--- src/rtl/pipeline_issue_unit.sv ---
// pipeline_issue_unit: fetches instructions and feeds the four-stage pipe, with hold, branch redirect and a one-word skid buffer.
module pipeline_issue_unit #(
    parameter logic [15:0] RESET_PC    = 16'h0000,
    parameter logic [15:0] BUBBLE_INST = 16'h001F,
    parameter int          CNT_W       = 16
) (
    input  logic             clk,
    input  logic             reset,
    output logic             imem_rd,
    output logic [15:0]      imem_addr,
    input  logic [15:0]      imem_rdata,
    input  logic             hold_in,
    input  logic             pc_enable,
    input  logic             br_taken,
    input  logic [15:0]      br_target,
    output logic [15:0]      inst_ipipe [1:4],
    output logic [4:0]       opcode [1:4],
    output logic [3:0]       stage_valid,
    output logic [CNT_W-1:0] stall_cnt,
    output logic [CNT_W-1:0] flush_cnt
);
    typedef enum logic [1:0] {S_START, S_RUN, S_HOLD, S_REDIR} state_t;
    state_t      state;
    logic [15:0] fetch_pc;
    logic [15:0] skid;
    logic        skid_full;
    logic        pending;
    assign imem_addr = fetch_pc;
    // no fetch in a flush cycle, so nothing from the old path is ever in flight after redirect
    assign imem_rd = (state == S_RUN || state == S_REDIR) && pc_enable && !skid_full && !hold_in && !br_taken;
    for (genvar i = 1; i <= 4; i++) begin : g_op
        assign opcode[i] = inst_ipipe[i][4:0];
    end
    always_ff @(posedge clk or posedge reset) begin
        if (reset) begin
            state       <= S_START;
            fetch_pc    <= RESET_PC;
            skid        <= BUBBLE_INST;
            skid_full   <= 1'b0;
            pending     <= 1'b0;
            stage_valid <= '0;
            stall_cnt   <= '0;
            flush_cnt   <= '0;
            for (int k = 1; k <= 4; k++) inst_ipipe[k] <= BUBBLE_INST;
        end else begin
            pending        <= imem_rd;
            inst_ipipe[4]  <= inst_ipipe[3];
            stage_valid[3] <= stage_valid[2];
            if (br_taken) begin
                state         <= S_REDIR;
                fetch_pc      <= br_target;
                skid_full     <= 1'b0;
                inst_ipipe[3] <= BUBBLE_INST;
                inst_ipipe[2] <= BUBBLE_INST;
                inst_ipipe[1] <= BUBBLE_INST;
                stage_valid[2:0] <= 3'b000;
                flush_cnt     <= flush_cnt + CNT_W'(~&flush_cnt);
            end else begin
                state <= (state == S_START || state == S_REDIR) ? S_RUN : (hold_in ? S_HOLD : S_RUN);
                if (imem_rd) fetch_pc <= fetch_pc + 16'd2;
                if (hold_in) begin
                    inst_ipipe[3]  <= BUBBLE_INST;
                    stage_valid[2] <= 1'b0;
                    stall_cnt      <= stall_cnt + CNT_W'(~&stall_cnt);
                    if (pending) begin
                        skid      <= imem_rdata;
                        skid_full <= 1'b1;
                    end
                end else begin
                    inst_ipipe[3]  <= inst_ipipe[2];
                    inst_ipipe[2]  <= inst_ipipe[1];
                    inst_ipipe[1]  <= skid_full ? skid : (pending ? imem_rdata : BUBBLE_INST);
                    stage_valid[2] <= stage_valid[1];
                    stage_valid[1] <= stage_valid[0];
                    stage_valid[0] <= skid_full || pending;
                    skid_full      <= 1'b0;
                end
            end
        end
    end
endmodule

--- config.mk ---
export PLATFORM = sky130hd
export DESIGN_NAME = pipeline_issue_unit
export DESIGN_NICKNAME = d
export VERILOG_FILES = /design/src/rtl/pipeline_issue_unit.sv
export SDC_FILE = /design/constraint.sdc
export NUM_CORES = 1
export LEC_CHECK = 0
export CORE_MARGIN = 2
export CORE_UTILIZATION = 40
export CTS_BUF_LIST = sky130_fd_sc_hd__clkbuf_4 sky130_fd_sc_hd__clkbuf_8
export CTS_CLUSTER_DIAMETER = 100
export DETAILED_ROUTE_END_ITERATION = 8
export GPL_TIMING_DRIVEN = 1
export PLACE_DENSITY_LB_ADDON = 0.1
export SETUP_SLACK_MARGIN = 0.15
export SYNTH_ARGS = -nofsm -noshare
export SYNTH_HDL_FRONTEND = slang
export SYNTH_SLANG_ARGS = --single-unit
--- constraint.sdc ---
create_clock -name clk -period 7.6 [get_ports clk]
set_input_delay 1.52 -clock clk [delete_from_list [all_inputs] [get_ports clk]]
set_output_delay 1.52 -clock clk [all_outputs]
set_load 0.1 [all_outputs]
### Word-level counts from Yosys, hierarchy flattened

Index checks and enable logic that the tools add are counted.

| operators by class | value |
|---|---|
| add/sub/neg operators | 3 |
| eq/ne operators | 4 |
| multiplexer cells | 16 |
| bitwise logic cells | 1 |
| reductions and logical operators | 18 |

Operator list:

| kind | count |
|---|---|
| 2-to-1 mux 16 bit | 5 |
| 2-to-1 mux 48 bit | 1 |
| adder 16 x 1 -> 16 bit | 2 |
| 2-to-1 mux 32 bit | 1 |
| AND reduction 16 bit | 2 |
| adder 16 x 2 -> 16 bit (second input constant) | 1 |
| 2-to-1 mux 2 bit | 4 |
| logical NOT 1 bit | 5 |
| logical AND 1 bit | 4 |
| 2-to-1 mux 1 bit | 4 |
| logical OR 1 bit | 3 |
| 2-to-1 mux 3 bit | 1 |
| inequality test 3 x 1 -> 1 bit (second input constant) | 1 |
| AND reduction 3 bit | 1 |
| == test 2 x 1 -> 1 bit (second input constant) | 1 |
| == test 2 bit (second input constant) | 1 |
| logical NOT 2 bit | 1 |
| inequality test 2 x 1 -> 1 bit (second input constant) | 1 |
| AND reduction 2 bit | 1 |
| nonzero test 2 bit | 1 |
| NOT 1 bit | 1 |

| storage, ports and cells | value |
|---|---|
| register bits after elaboration | 136 |
| input bits | 37 |
| output and inout port bits | 137 |

### Longest topological paths before layout

| logic depth | value |
|---|---|
| depth in word-level cells | 8 |
| depth in mapped cells | 9 |
| mapped depth without buffers | 9 |

### Worst setup path before layout

Ideal clock, no wire load.

| timing | value |
|---|---|
| path type | input to output |
| start | in br_taken |
| end | out imem_rd |
| data arrival time | 2.625 ns |
| required time | 6.080 ns |
| path slack | 3.455 ns |
| cell stages on the path | 4 |
| path through | or2_1 > or3_1 > buf_2 > inv_2 |

| on the way | value |
|---|---|
| cells in the longest elaborated chain, start to end | 2 |

Ends and longest elaborated chain:

| item | line | text |
|---|---|---|
| start: declaration | 14 | `input logic br_taken,` |
| logical NOT 1 bit | 30 | `assign imem_rd = (state == S_RUN \|\| state == S_REDIR) && pc_enable && !skid_full && !hold_in && !br_taken;` |
| logical AND 1 bit | 30 |  |
| end: declaration | 9 | `output logic imem_rd,` |

Every way passes these cells.

### Worst setup path in the final report

| timing | value |
|---|---|
| start | in hold_in |
| end | out imem_rd |

| on the way | value |
|---|---|
| cells in the longest elaborated chain, start to end | 3 |

Ends and longest elaborated chain:

| item | line | text |
|---|---|---|
| start: declaration | 12 | `input logic hold_in,` |
| logical NOT 1 bit | 30 |  |
| logical AND 1 bit (2 in series) | 30 |  |

Every way passes these cells.

==> run metrics <==
Iteration-0 DRC Markers=223; Hold Buf Count CTS=0; WL final=13200 µm; ys flop type=dfrtp_1; VDD IR max=0.000161 V; Critical Path RT=6.08 ns; synthesized cell area=5740 µm²; first-pass GRT wire length=20900 µm; multi-input logic area=2050 µm²; hpwl dp=9360 µm; Post-synth ARST share=100%; CP max stage cell=clkdlybuf4s50_1; num ports=174; Post-CTS Setup Repair Bufs=0; Root Buffer=clkbuf_8; Buffers on Ports=173; Clock Power Share=33.1%; clk buf depth=2; sequential power share=40.9%; CP top delay family=buffers and inverters; met2 usage=27.9%; Mapped Cells=490; syn_nets=535; setup TNS=0 ns; Die W=124 µm; DP Worst Slack=2.06 ns; Initial Util=41.2%; via count=4200; met1 track demand over resource=24.4%; final worst setup slack=2.06 ns; ranking of synthesized cells by area=dfrtp_1 48%, dfstp_2 11%, mux2i_1 5.9%; yosys warns=0; part of the cycle the worst path needs=72.8%; relative slew slack=21.0%; die area=15300 µm²; endpoints failing setup=0; WL/cell=15.7 µm; FP Rows=43; Clock Sinks=136; CTS tree=built; TritonCTS Buffers=17; post-synthesis cell type count=44; Seq/Total Area, Yosys=59.8%; most frequent cell after synthesis=dfrtp_1; gr usage total=17.8%; number of synthesized flops with an enable pin=0; Final min period=5.54 ns; routing usage on met3=4.30%; share of the synthesized area in the top cell type=48.4%; CP Capture Type=output port; Switch Pwr=761 µW; busiest grt layer=met2; Critical Path AT=4.02 ns; Final Core Density=57.1%; FF/Latch Area=3430 µm²; Vias/cell=5.01; # resized after CTS=0; Nets=691; H-tree depth=4; clock skew=0.0120 ns; Slew Limit Fails=0; combinational share of power=26.1%; RSZ-0062 raised after global routing=false; # diodes=0; worst setup path class=primary input to output port; Core ar.=13900 µm²; Pint=1350 µW; Sw Ratio=36.1%; grt ovf=0; vias in the first global route=3954; Fin. Hold Viols=0; pwr/cell area=265 nW/µm²; initial antenna violation count=0; status=finished, final reports clean; largest net degree at the start of global routing=88; static leakage=0.00340 µW; FMAX=0.181 GHz; max-cap violation count=0; RD Place Congestion=0.832; WP buf/inv=3; First-pass DRT Iterations=4; synthesized flop and latch total=136; clock latency on the worst-skew pair=0.43 ns; Crit path largest cell delay=1.14 ns; Residual DRC=0; Setup crit start kind=primary input; Cell Chain, Critical Path=buf_2 -> or2_1 -> or3_1 -> inv_2 -> clkdlybuf4s50_1; cell taking the most area after synthesis=dfrtp_1; Filler cells=1189; worst slew pin tran=1.17 ns; die height=124 µm; syn_area_per_cell=11.7 µm²; Area growth syn-to-layout=38.4%; CP max FO=32; DRT antenna net count=0; commonest cells in the synthesized netlist=111 x dfrtp_1, 50 x nand2_1, 37 x nor2_1; ratio of cells with drive above 1 in the final layout=13.2%; clk slew on worst S/H paths=0.08 ns; hold crit path type=flop to flop
routing by layer:
layer	vias up	wire, µm
li1	1994	-
met1	2054	6080
met2	137	6220
met3	15	756
met4	0	154
met5	-	0
flip-flops by register name, summed over array words and instances (netlist names):
register,count
inst_ipipe,64
flush_cnt,16
imem_addr,16
skid,16
stall_cnt,16
stage_valid,4
state,2
pending,1
skid_full,1
worst paths after layout:
check,depth (start not counted),endpoint,slack [ns],start
max reg2reg,9,flush_cnt[12],5.23,flush_cnt[11]
max in group asynchronous,3,inst_ipipe[57],4.84,reset
min in group asynchronous,2,flush_cnt[9],1.63,reset
max,5,imem_rd,2.06,hold_in
min,0,inst_ipipe[11],0.37,inst_ipipe[27]
min reg2reg,0,inst_ipipe[11],0.37,inst_ipipe[27]
area by class of cell:
| class | count | share of cell area, % |
|---|---|---|
| Clock buffer | 19 | 3.21 |
| Tap cell | 180 | 2.83 |
| Timing Repair Buffer | 176 | 21.9 |
| Sequential cell | 136 | 43.2 |
| Clock inverter | 13 | 2.72 |
| Multi-Input combinational cell | 309 | 25.7 |
| Inverter | 6 | 0.346 |
stage by stage:
stage          total power [µW]  instance area [µm²]  hold slack (ns)  cells
3_5_place_dp               1430                 7480            0.358    807
5_1_grt                    2190                 7950            0.379    839
2_1_floorplan              1280                 5740            0.479    490
6_report                   2110                 7950            0.374    839
4_1_cts                    2130                 7950            0.377    839
3_3_place_gp               1420                 7480            0.361    807
cells by family (layout without fill, tap and decap cells):
kind of cell	after synthesis	count (layout)	synth area share (%)
muxes	53	53	9.65
xor gates and xnor gates	31	31	4.73
and+or+nand+nor	174	174	14.9
AOI/OAI and AO/OA	43	43	4.60
DFF	136	136	59.8
adders and majority gates	8	8	1.74
buffers and inverters	45	214	4.57
cell usage in the layout, fill, tap and decap left out, types with 3 or more instances in the layout:
cell type        count
buf_4                3
inv_1                4
xor2_1               8
nor3_1               7
o31ai_1              3
mux2i_1             34
nor4_1               7
clkbuf_8            18
a31oi_1              3
o21ai_0             21
nand2_1             50
bufinv_16            5
or3_1               10
and3_1               5
nand3_1             20
dfrtp_1            111
mux2_2              19
ha_1                 8
xnor2_1             23
inv_6                4
clkinv_4             4
dfstp_2             25
a21oi_1              6
and2_1              12
nand4_1             13
clkdlybuf4s50_1    171
nor2_1              37
worst register-to-register path: cells and delay by family (launching register included):
| family | cells | cell delay [ns] |
|---|---|---|
| AND/OR/NAND/NOR | 6 | 1.32 |
| XOR/XNOR | 1 | 0.14 |
| adder cells (fa/ha/maj) | 2 | 0.39 |
| flip-flops | 1 | 0.42 |
power groups by stage:
| stage | logic (µW) | registers, µW | clock network (µW) |
|---|---|---|---|
| CTS | 555 | 862 | 715 |
| global placement | 548 | 873 | 0 |
| finish | 550 | 863 | 698 |
| detailed placement | 555 | 875 | 0 |
| global route | 576 | 873 | 742 |
| floorplan | 130 | 1150 | 0 |
(Power assumes the default switching activity.)
